$ cat config.mk
export PLATFORM = sky130hd
export DESIGN_NAME = ql_episode_ctrl_flat
export DESIGN_NICKNAME = d
export VERILOG_FILES = /design/src/rtl/ql_pkg.sv /design/src/rtl/ql_episode_ctrl_if.sv /design/src/rtl/ql_bounded_counter.sv /design/src/rtl/ql_episode_ctrl.sv /design/src/flat_wrapper.sv
export SDC_FILE = /design/constraint.sdc
export NUM_CORES = 1
export LEC_CHECK = 0
export ABC_AREA = 1
export CAP_MARGIN = 20
export CORE_MARGIN = 2
export CORE_UTILIZATION = 49
export DETAILED_ROUTE_END_ITERATION = 6
export GPL_ROUTABILITY_DRIVEN = 0
export PLACE_DENSITY_LB_ADDON = 0.3
export REMOVE_ABC_BUFFERS = 1
export SKIP_LAST_GASP = 1
export SLEW_MARGIN = 20
export SYNTH_ARGS = -nofsm -noshare
export SYNTH_HDL_FRONTEND = slang
export SYNTH_SLANG_ARGS = --single-unit
$ cat constraint.sdc
create_clock -name clk -period 3.14 [get_ports clk]
set_input_delay 0.628 -clock clk [delete_from_list [all_inputs] [get_ports clk]]
set_output_delay 0.628 -clock clk [all_outputs]
set_load 0.01 [all_outputs]
$ cat src/rtl/ql_pkg.sv
// Shared widths and the controller state encoding for the Q-learning
// episode controller.
//   STATE_W : state index width (64 states)
//   ACT_W   : PG action code width
//   QV_W    : packed Q-value vector width (4 actions x 16b)
//   EP_W    : episode counter width
package ql_pkg;
  localparam int STATE_W = 6;
  localparam int ACT_W   = 4;
  localparam int QV_W    = 64;
  localparam int EP_W    = 16;

  typedef enum logic [2:0] {
    IDLE, FETCH, LOAD, SELECT, UPDATE, ADVANCE, FINISH
  } ctrl_state_t;
endpackage

$ cat src/rtl/ql_episode_ctrl_if.sv
// Datapath bus of the episode controller: Q-table read port, policy
// generator (PG) hookup and the (s,a,s') hand-off to the Q-updater.
//   master : the controller
//   slave  : Q-table / PG / Q-updater side
interface ql_episode_ctrl_if;
  import ql_pkg::*;

  logic               q_rd_en;
  logic [STATE_W-1:0] q_rd_addr;
  logic [QV_W-1:0]    q_rd_data;
  logic [QV_W-1:0]    pg_q_values;
  logic [STATE_W-1:0] pg_state;
  logic [STATE_W-1:0] pg_st_next;
  logic [ACT_W-1:0]   pg_at;
  logic               upd_valid;
  logic               upd_ready;
  logic [STATE_W-1:0] upd_state;
  logic [ACT_W-1:0]   upd_action;
  logic [STATE_W-1:0] upd_next_state;

  modport master (
    output q_rd_en, q_rd_addr, pg_q_values, pg_state,
           upd_valid, upd_state, upd_action, upd_next_state,
    input  q_rd_data, pg_st_next, pg_at, upd_ready
  );

  modport slave (
    input  q_rd_en, q_rd_addr, pg_q_values, pg_state,
           upd_valid, upd_state, upd_action, upd_next_state,
    output q_rd_data, pg_st_next, pg_at, upd_ready
  );
endinterface

$ cat src/rtl/ql_bounded_counter.sv
// Clearable up-counter with a "next increment reaches limit" flag.
//   clk, rst_n : clock, async active-low reset
//   clr        : synchronous clear (wins over inc)
//   inc        : increment by one
//   limit      : bound compared against count+1
//   count      : current value
//   hit        : count+1 == limit
module ql_bounded_counter #(
  parameter int W = 8
) (
  input  logic         clk,
  input  logic         rst_n,
  input  logic         clr,
  input  logic         inc,
  input  logic [W-1:0] limit,
  output logic [W-1:0] count,
  output logic         hit
);
  always_ff @(posedge clk or negedge rst_n) begin
    if (!rst_n)   count <= '0;
    else if (clr) count <= '0;
    else if (inc) count <= count + W'(1);
  end

  // Extra bit so count = all-ones never aliases onto a zero limit.
  assign hit = ({1'b0, count} + {{W{1'b0}}, 1'b1}) == {1'b0, limit};
endmodule

$ cat src/rtl/ql_episode_ctrl.sv
// Q-learning episode sequencer. Per step: read the state's Q-values, present
// them to PG, capture PG's next state, hand (s,a,s') to the Q-updater, then
// advance. An episode ends on GOAL_STATE or after MAX_STEPS steps; the run ends
// after num_episodes episodes (done pulse) or on abort (no done).
//   clk, rst_n      : clock, async active-low reset
//   start           : run request, accepted only in IDLE
//   num_episodes    : episodes per run, sampled on start
//   abort           : return to IDLE (deferred to the handshake while in UPDATE)
//   bus             : ql_episode_ctrl_if.master (Q-table, PG, Q-updater)
//   busy, done      : run in progress / run completed pulse
//   ep_count        : completed episodes this run
//   step_count      : steps taken in the current episode
// Optional build macro EPISODE_STATS_EN adds last_ep_steps and goal_hits.
module ql_episode_ctrl
  import ql_pkg::*;
#(
  parameter int START_STATE = 0,
  parameter int GOAL_STATE  = 35,
  parameter int MAX_STEPS   = 63
) (
  input  logic              clk,
  input  logic              rst_n,
  input  logic              start,
  input  logic [EP_W-1:0]   num_episodes,
  input  logic              abort,
  ql_episode_ctrl_if.master bus,
  output logic              busy,
  output logic              done,
  output logic [EP_W-1:0]   ep_count,
  output logic [7:0]        step_count
`ifdef EPISODE_STATS_EN
  ,
  output logic [7:0]        last_ep_steps,
  output logic [EP_W-1:0]   goal_hits
`endif
);
  localparam logic [STATE_W-1:0] START_S = STATE_W'(START_STATE);
  localparam logic [STATE_W-1:0] GOAL_S  = STATE_W'(GOAL_STATE);
  localparam logic [7:0]         MAX_S   = 8'(MAX_STEPS);

  ctrl_state_t        st;
  logic [STATE_W-1:0] cur_state, nxt_reg, adv_state;
  logic [EP_W-1:0]    num_ep_reg;
  logic               abort_pend;
  logic               accept, run_clr, adv, ep_end, step_hit, ep_hit;

  assign accept    = (st == IDLE) && start;
  assign run_clr   = accept && (num_episodes != '0);
  assign adv       = (st == ADVANCE) && !abort;
  // Goal and step limit in the same step still count as a single episode end.
  assign ep_end    = (nxt_reg == GOAL_S) || step_hit;
  assign adv_state = ep_end ? START_S : nxt_reg;

  ql_bounded_counter #(.W(8)) u_step (
    .clk, .rst_n,
    .clr  (run_clr || (adv && ep_end)),
    .inc  (adv),
    .limit(MAX_S),
    .count(step_count),
    .hit  (step_hit)
  );

  ql_bounded_counter #(.W(EP_W)) u_ep (
    .clk, .rst_n,
    .clr  (run_clr),
    .inc  (adv && ep_end),
    .limit(num_ep_reg),
    .count(ep_count),
    .hit  (ep_hit)
  );

  assign bus.pg_state       = cur_state;
  assign bus.upd_state      = cur_state;
  assign bus.upd_next_state = nxt_reg;
  // PG holds pg_at while its inputs are held, so it is stable through UPDATE.
  assign bus.upd_action     = (st == UPDATE) ? bus.pg_at : '0;

  always_ff @(posedge clk or negedge rst_n) begin
    if (!rst_n) begin
      st              <= IDLE;
      cur_state       <= START_S;
      nxt_reg         <= '0;
      num_ep_reg      <= '0;
      abort_pend      <= 1'b0;
      busy            <= 1'b0;
      done            <= 1'b0;
      bus.q_rd_en     <= 1'b0;
      bus.q_rd_addr   <= '0;
      bus.pg_q_values <= '0;
      bus.upd_valid   <= 1'b0;
    end else begin
      bus.q_rd_en <= 1'b0;
      done        <= 1'b0;
      if (abort && st != IDLE && st != UPDATE) begin
        st            <= IDLE;
        busy          <= 1'b0;
        cur_state     <= START_S;
        bus.upd_valid <= 1'b0;
        abort_pend    <= 1'b0;
      end else begin
        case (st)
          IDLE: if (start) begin
            busy       <= 1'b1;
            num_ep_reg <= num_episodes;
            if (num_episodes == '0) begin
              st   <= FINISH;
              done <= 1'b1;
            end else begin
              st            <= FETCH;
              bus.q_rd_en   <= 1'b1;
              bus.q_rd_addr <= cur_state;
            end
          end
          FETCH: st <= LOAD;
          LOAD: begin
            bus.pg_q_values <= bus.q_rd_data;
            st              <= SELECT;
          end
          SELECT: begin
            nxt_reg       <= bus.pg_st_next;
            bus.upd_valid <= 1'b1;
            st            <= UPDATE;
          end
          UPDATE: begin
            if (bus.upd_ready) begin
              bus.upd_valid <= 1'b0;
              if (abort || abort_pend) begin
                st         <= IDLE;
                busy       <= 1'b0;
                cur_state  <= START_S;
                abort_pend <= 1'b0;
              end else begin
                st <= ADVANCE;
              end
            end else if (abort) begin
              abort_pend <= 1'b1;
            end
          end
          ADVANCE: begin
            cur_state <= adv_state;
            if (ep_end && ep_hit) begin
              st   <= FINISH;
              done <= 1'b1;
            end else begin
              st            <= FETCH;
              bus.q_rd_en   <= 1'b1;
              bus.q_rd_addr <= adv_state;
            end
          end
          FINISH: begin
            st   <= IDLE;
            busy <= 1'b0;
          end
          default: st <= IDLE;
        endcase
      end
    end
  end

`ifdef EPISODE_STATS_EN
  always_ff @(posedge clk or negedge rst_n) begin
    if (!rst_n) begin
      last_ep_steps <= '0;
      goal_hits     <= '0;
    end else begin
      if (accept)
        goal_hits <= '0;
      else if (adv && nxt_reg == GOAL_S)
        goal_hits <= goal_hits + EP_W'(1);
      if (adv && ep_end)
        last_ep_steps <= step_count + 8'd1;
    end
  end
`endif
endmodule

$ cat src/flat_wrapper.sv
// flat-port wrapper written by rule: the top's interface ports become plain ports
module ql_episode_ctrl_flat import ql_pkg::*;
#(
  parameter int START_STATE = 0,
  parameter int GOAL_STATE  = 35,
  parameter int MAX_STEPS   = 63
)
  (clk, rst_n, start, num_episodes, abort, busy, done, ep_count, step_count, bus_q_rd_en, bus_q_rd_addr, bus_pg_q_values, bus_pg_state, bus_upd_valid, bus_upd_state, bus_upd_action, bus_upd_next_state, bus_q_rd_data, bus_pg_st_next, bus_pg_at, bus_upd_ready);
  ql_episode_ctrl_if bus_i ();
  input  logic clk;
  input  logic rst_n;
  input  logic start;
  input  logic [EP_W-1:0] num_episodes;
  input  logic abort;
  output logic busy;
  output logic done;
  output logic [EP_W-1:0] ep_count;
  output logic [7:0] step_count;
  output wire logic [$bits(bus_i.q_rd_en)-1:0] bus_q_rd_en;
  output wire logic [$bits(bus_i.q_rd_addr)-1:0] bus_q_rd_addr;
  output wire logic [$bits(bus_i.pg_q_values)-1:0] bus_pg_q_values;
  output wire logic [$bits(bus_i.pg_state)-1:0] bus_pg_state;
  output wire logic [$bits(bus_i.upd_valid)-1:0] bus_upd_valid;
  output wire logic [$bits(bus_i.upd_state)-1:0] bus_upd_state;
  output wire logic [$bits(bus_i.upd_action)-1:0] bus_upd_action;
  output wire logic [$bits(bus_i.upd_next_state)-1:0] bus_upd_next_state;
  input wire logic [$bits(bus_i.q_rd_data)-1:0] bus_q_rd_data;
  input wire logic [$bits(bus_i.pg_st_next)-1:0] bus_pg_st_next;
  input wire logic [$bits(bus_i.pg_at)-1:0] bus_pg_at;
  input wire logic [$bits(bus_i.upd_ready)-1:0] bus_upd_ready;
  assign bus_q_rd_en = bus_i.q_rd_en;
  assign bus_q_rd_addr = bus_i.q_rd_addr;
  assign bus_pg_q_values = bus_i.pg_q_values;
  assign bus_pg_state = bus_i.pg_state;
  assign bus_upd_valid = bus_i.upd_valid;
  assign bus_upd_state = bus_i.upd_state;
  assign bus_upd_action = bus_i.upd_action;
  assign bus_upd_next_state = bus_i.upd_next_state;
  assign bus_i.q_rd_data = bus_q_rd_data;
  assign bus_i.pg_st_next = bus_pg_st_next;
  assign bus_i.pg_at = bus_pg_at;
  assign bus_i.upd_ready = bus_upd_ready;
  ql_episode_ctrl #(.START_STATE(START_STATE), .GOAL_STATE(GOAL_STATE), .MAX_STEPS(MAX_STEPS)) u_core (.clk(clk), .rst_n(rst_n), .start(start), .num_episodes(num_episodes), .abort(abort), .bus(bus_i), .busy(busy), .done(done), .ep_count(ep_count), .step_count(step_count));
endmodule
==> flow_metrics.env <==
export IMPL_status="finished, final reports clean"
export IMPL_pwr_share_comb_pct=38.1
export IMPL_post_route_drc_count=0
export IMPL_synth_async_reset_ratio_pct=100
export IMPL_tns_ps=0
export IMPL_tightestPinTransition_ps=621
export IMPL_rows=41
export IMPL_synth_top_cell_by_area="dfrtp_1"
export IMPL_synth_avg_cell_area_sq_um=9.47
export IMPL_crit_chain="nor2_2 -> inv_2 -> nor2_1 -> inv_1 -> nor2_1 -> clkdlybuf4s50_1"
export IMPL_cts_setup_buffers=0
export IMPL_seqPwrFrac_pct=35.5
export IMPL_critPathBufInv=3
export IMPL_finalSetupViolations=0
export IMPL_dieArea_sq_um=13600
export IMPL_grt_usage_pct=27.0
export IMPL_boundaryPins=215
export IMPL_antenna_cells=0
export IMPL_crit_arrival_ps=2010
export IMPL_wirelength_um=18100
export IMPL_first_iter_violations=329
export IMPL_route_met2_wl_um=9450
export IMPL_required_ps=2510
export IMPL_hold_class="in2async"
export IMPL_core_sq_um=12500
export IMPL_crit_fanout=5
export IMPL_cts_max_level=4
export IMPL_hold_viol=0
export IMPL_viasPerCell=5.38
export IMPL_drive_gt1_share_pct=15.3
export IMPL_die_h_um=117
export IMPL_numCtsBuffers=17
export IMPL_hpwl_um=13300
export IMPL_crit_path_start_kind="flip-flop"
export IMPL_cts_num_sinks=130
export IMPL_slew_headroom_pct=58.6
export IMPL_start_util_pct=49.8
export IMPL_route_met3_wl_um=1160
export IMPL_met1_length_um=6810
export IMPL_clk_path_buf_depth=2
export IMPL_synth_top_area_share_pct=52.4
export IMPL_area_delta_synth_final_pct=47.0
export IMPL_grt_max_degree=59
export IMPL_fin_util_pct=73.2
export IMPL_synth_area_sq_um=6200
export IMPL_finalClockSkew_ps=8.27
export IMPL_cts_tree="yes"
export IMPL_clk_pin_slew_worst_paths_ps=50
export IMPL_p_sw_share_pct=31.1
export IMPL_io_buffer_count=214
export IMPL_die_w_um=117
export IMPL_yosysWarnings=0
export IMPL_synth_area_leaders="dfrtp_1, mux2_2, nand2_1"
export IMPL_yosysSeqAreaShare_pct=52.4
export IMPL_rsz0062_at_grt="false"
export IMPL_period_share_pct=83.9
export IMPL_p_sw_mw=2.37
export IMPL_wl_per_cell_um=17.2
export IMPL_max_cap_violations=0
export IMPL_critical_path_slowest_cell="clkdlybuf4s50_1"
export IMPL_path_common_cell="nor2_1"
export IMPL_synth_cells=655
export IMPL_antenna_left=0
export IMPL_final_max_slew_violation_count=0
export IMPL_grt_pass1_vias=5802
export IMPL_largest_reg_flops=64
export IMPL_internal_power_mw=5.26
export IMPL_synth_edf_count=0
export IMPL_postCtsHoldBufs=0
export IMPL_path_class="reg2out"
export IMPL_routed_top_layer="met4"
export IMPL_synth_seq_cells=130
export IMPL_vias=5681
export IMPL_fmax_mhz=379
export IMPL_ir_worst_vdd_mv=0.631
export IMPL_firstDrtPassIters=5
export IMPL_synth_distinct_cells=34
export IMPL_antenna_found_initial=0
export IMPL_p_leak_nw=4.01
export IMPL_clkPwrFrac_pct=26.4
export IMPL_nets=972
export IMPL_grt_pass1_wl_um=28000
export IMPL_p_per_area_nw_per_um2=837
export IMPL_path_delay_family="buffers and inverters"
export IMPL_fill_cells=864
export IMPL_cts_root_buffer="clkbuf_16"
export IMPL_clk_insertion_delay_late_ps=410
export IMPL_gr_total_overflow=0
export IMPL_crit_path_end_kind="output pin"
export IMPL_ys_flop_type="dfrtp_1"
export IMPL_min_period_ps=2640
export IMPL_max_stage_delay_ps=540
export IMPL_cts_resized=0
## worst reg2reg max path, cell delays in order, from the launching register on
cell	delay [ps]
dfrtp_1	450
ha_1	270
xnor2_1	160
nor2_1	100
nand3_1	90
nor2_1	210
a21oi_4	150
nor2_4	400
inv_4	100
nand2_4	220
o21ai_0	140
## kinds of logic (layout without fill, tap and decap cells)
family / Yosys count / after routing / synth area share [%]
buffers and inverters: 95 / 324 / 6.35
adder cells (fa/ha/maj): 3 / 3 / 0.605
AND/OR/NAND/NOR: 286 / 286 / 21.0
XOR/XNOR: 2 / 2 / 0.282
flip-flops: 130 / 130 / 52.4
AO/OA/AOI/OAI: 69 / 69 / 6.62
multiplexers: 70 / 70 / 12.7
## Yosys cell counts, types with 2 or more instances
cell / instances
nor3_1: 2
nand4_1: 13
inv_1: 71
nor2_4: 5
nor2_1: 39
o21ai_2: 7
o211ai_1: 2
nand2_2: 2
nand3_1: 57
o21ai_0: 37
nor4_1: 2
nand2_4: 2
nand3b_1: 6
buf_4: 7
mux2_2: 70
clkbuf_1: 10
nor2_2: 7
nand2_1: 149
inv_2: 4
a21oi_1: 6
o22ai_1: 13
ha_1: 3
dfrtp_1: 130
## cells in the final DEF (no fill, tap or decap), drive strengths merged, types with 7 or more instances in the layout
master / instances
a21oi: 7
clkbuf: 24
clkdlybuf4s50: 213
dfrtp: 130
inv: 76
mux2: 70
nand2: 153
nand3: 59
nand4: 13
nor2: 51
o21ai: 45
o22ai: 13
## final timing paths
kind,end,cells after the start,from,slack (ps)
worst max-delay path,bus_upd_action[3],6,u_core.st[1]$_DFFE_PN0P_,500
worst min-delay path,u_core.bus.upd_next_state[2]$_DFFE_PN0P_,1,rst_n,230
worst max register to register,u_core.u_ep.count[3]$_DFFE_PN0P_,10,u_core.u_step.count[0]$_DFFE_PN0P_,710
worst min register to register,u_core.bus.pg_q_values[45]$_DFFE_PN0P_,1,u_core.bus.pg_q_values[45]$_DFFE_PN0P_,500
max in group asynchronous,u_core.num_ep_reg[8]$_DFFE_PN0P_,2,rst_n,2090
min in group clk,u_core.bus.pg_q_values[45]$_DFFE_PN0P_,1,u_core.bus.pg_q_values[45]$_DFFE_PN0P_,500
## final cells by class
class	instances	area, sq um	area share (%)
multi-input combinational	430	2560	28.1
tap	172	215	2.36
clock buffer	24	502	5.50
sequential	130	3250	35.7
clock inverter	5	100	1.10
inverter	76	288	3.16
timing repair buffer	219	2200	24.1
## per-layer routing
metal / global-route usage, % / vias to the layer above
li1: - / 2608
met1: 31.2 / 2747
met2: 46.8 / 264
met3: 6.23 / 62
met4: 14.0 / 0
met5: 0 / -
## power by group through the flow
stage / clock network, mW / registers [mW] / logic [mW]
after detailed placement: 0 / 2.71 / 2.91
final: 2.02 / 2.71 / 2.91
after global routing: 2.11 / 2.77 / 3.13
after floorplan: 0 / 2.89 / 1.11
after CTS: 2.04 / 2.70 / 2.93
after global placement: 0 / 2.66 / 2.82
## metrics by stage
stage               worst slack, ps  hold WS [ps]  area [sq um]  total power [mW]  std cells
floorplan                       552           332          6100              4.00        636
global placement                463           465          8520              5.49       1027
detailed placement              290           482          8520              5.62       1027
CTS                             512           237          9120              7.67       1056
global route                    391           264          9120              8.01       1056
finish                          504           229          9120              7.64       1056
(Power assumes the default switching activity.)
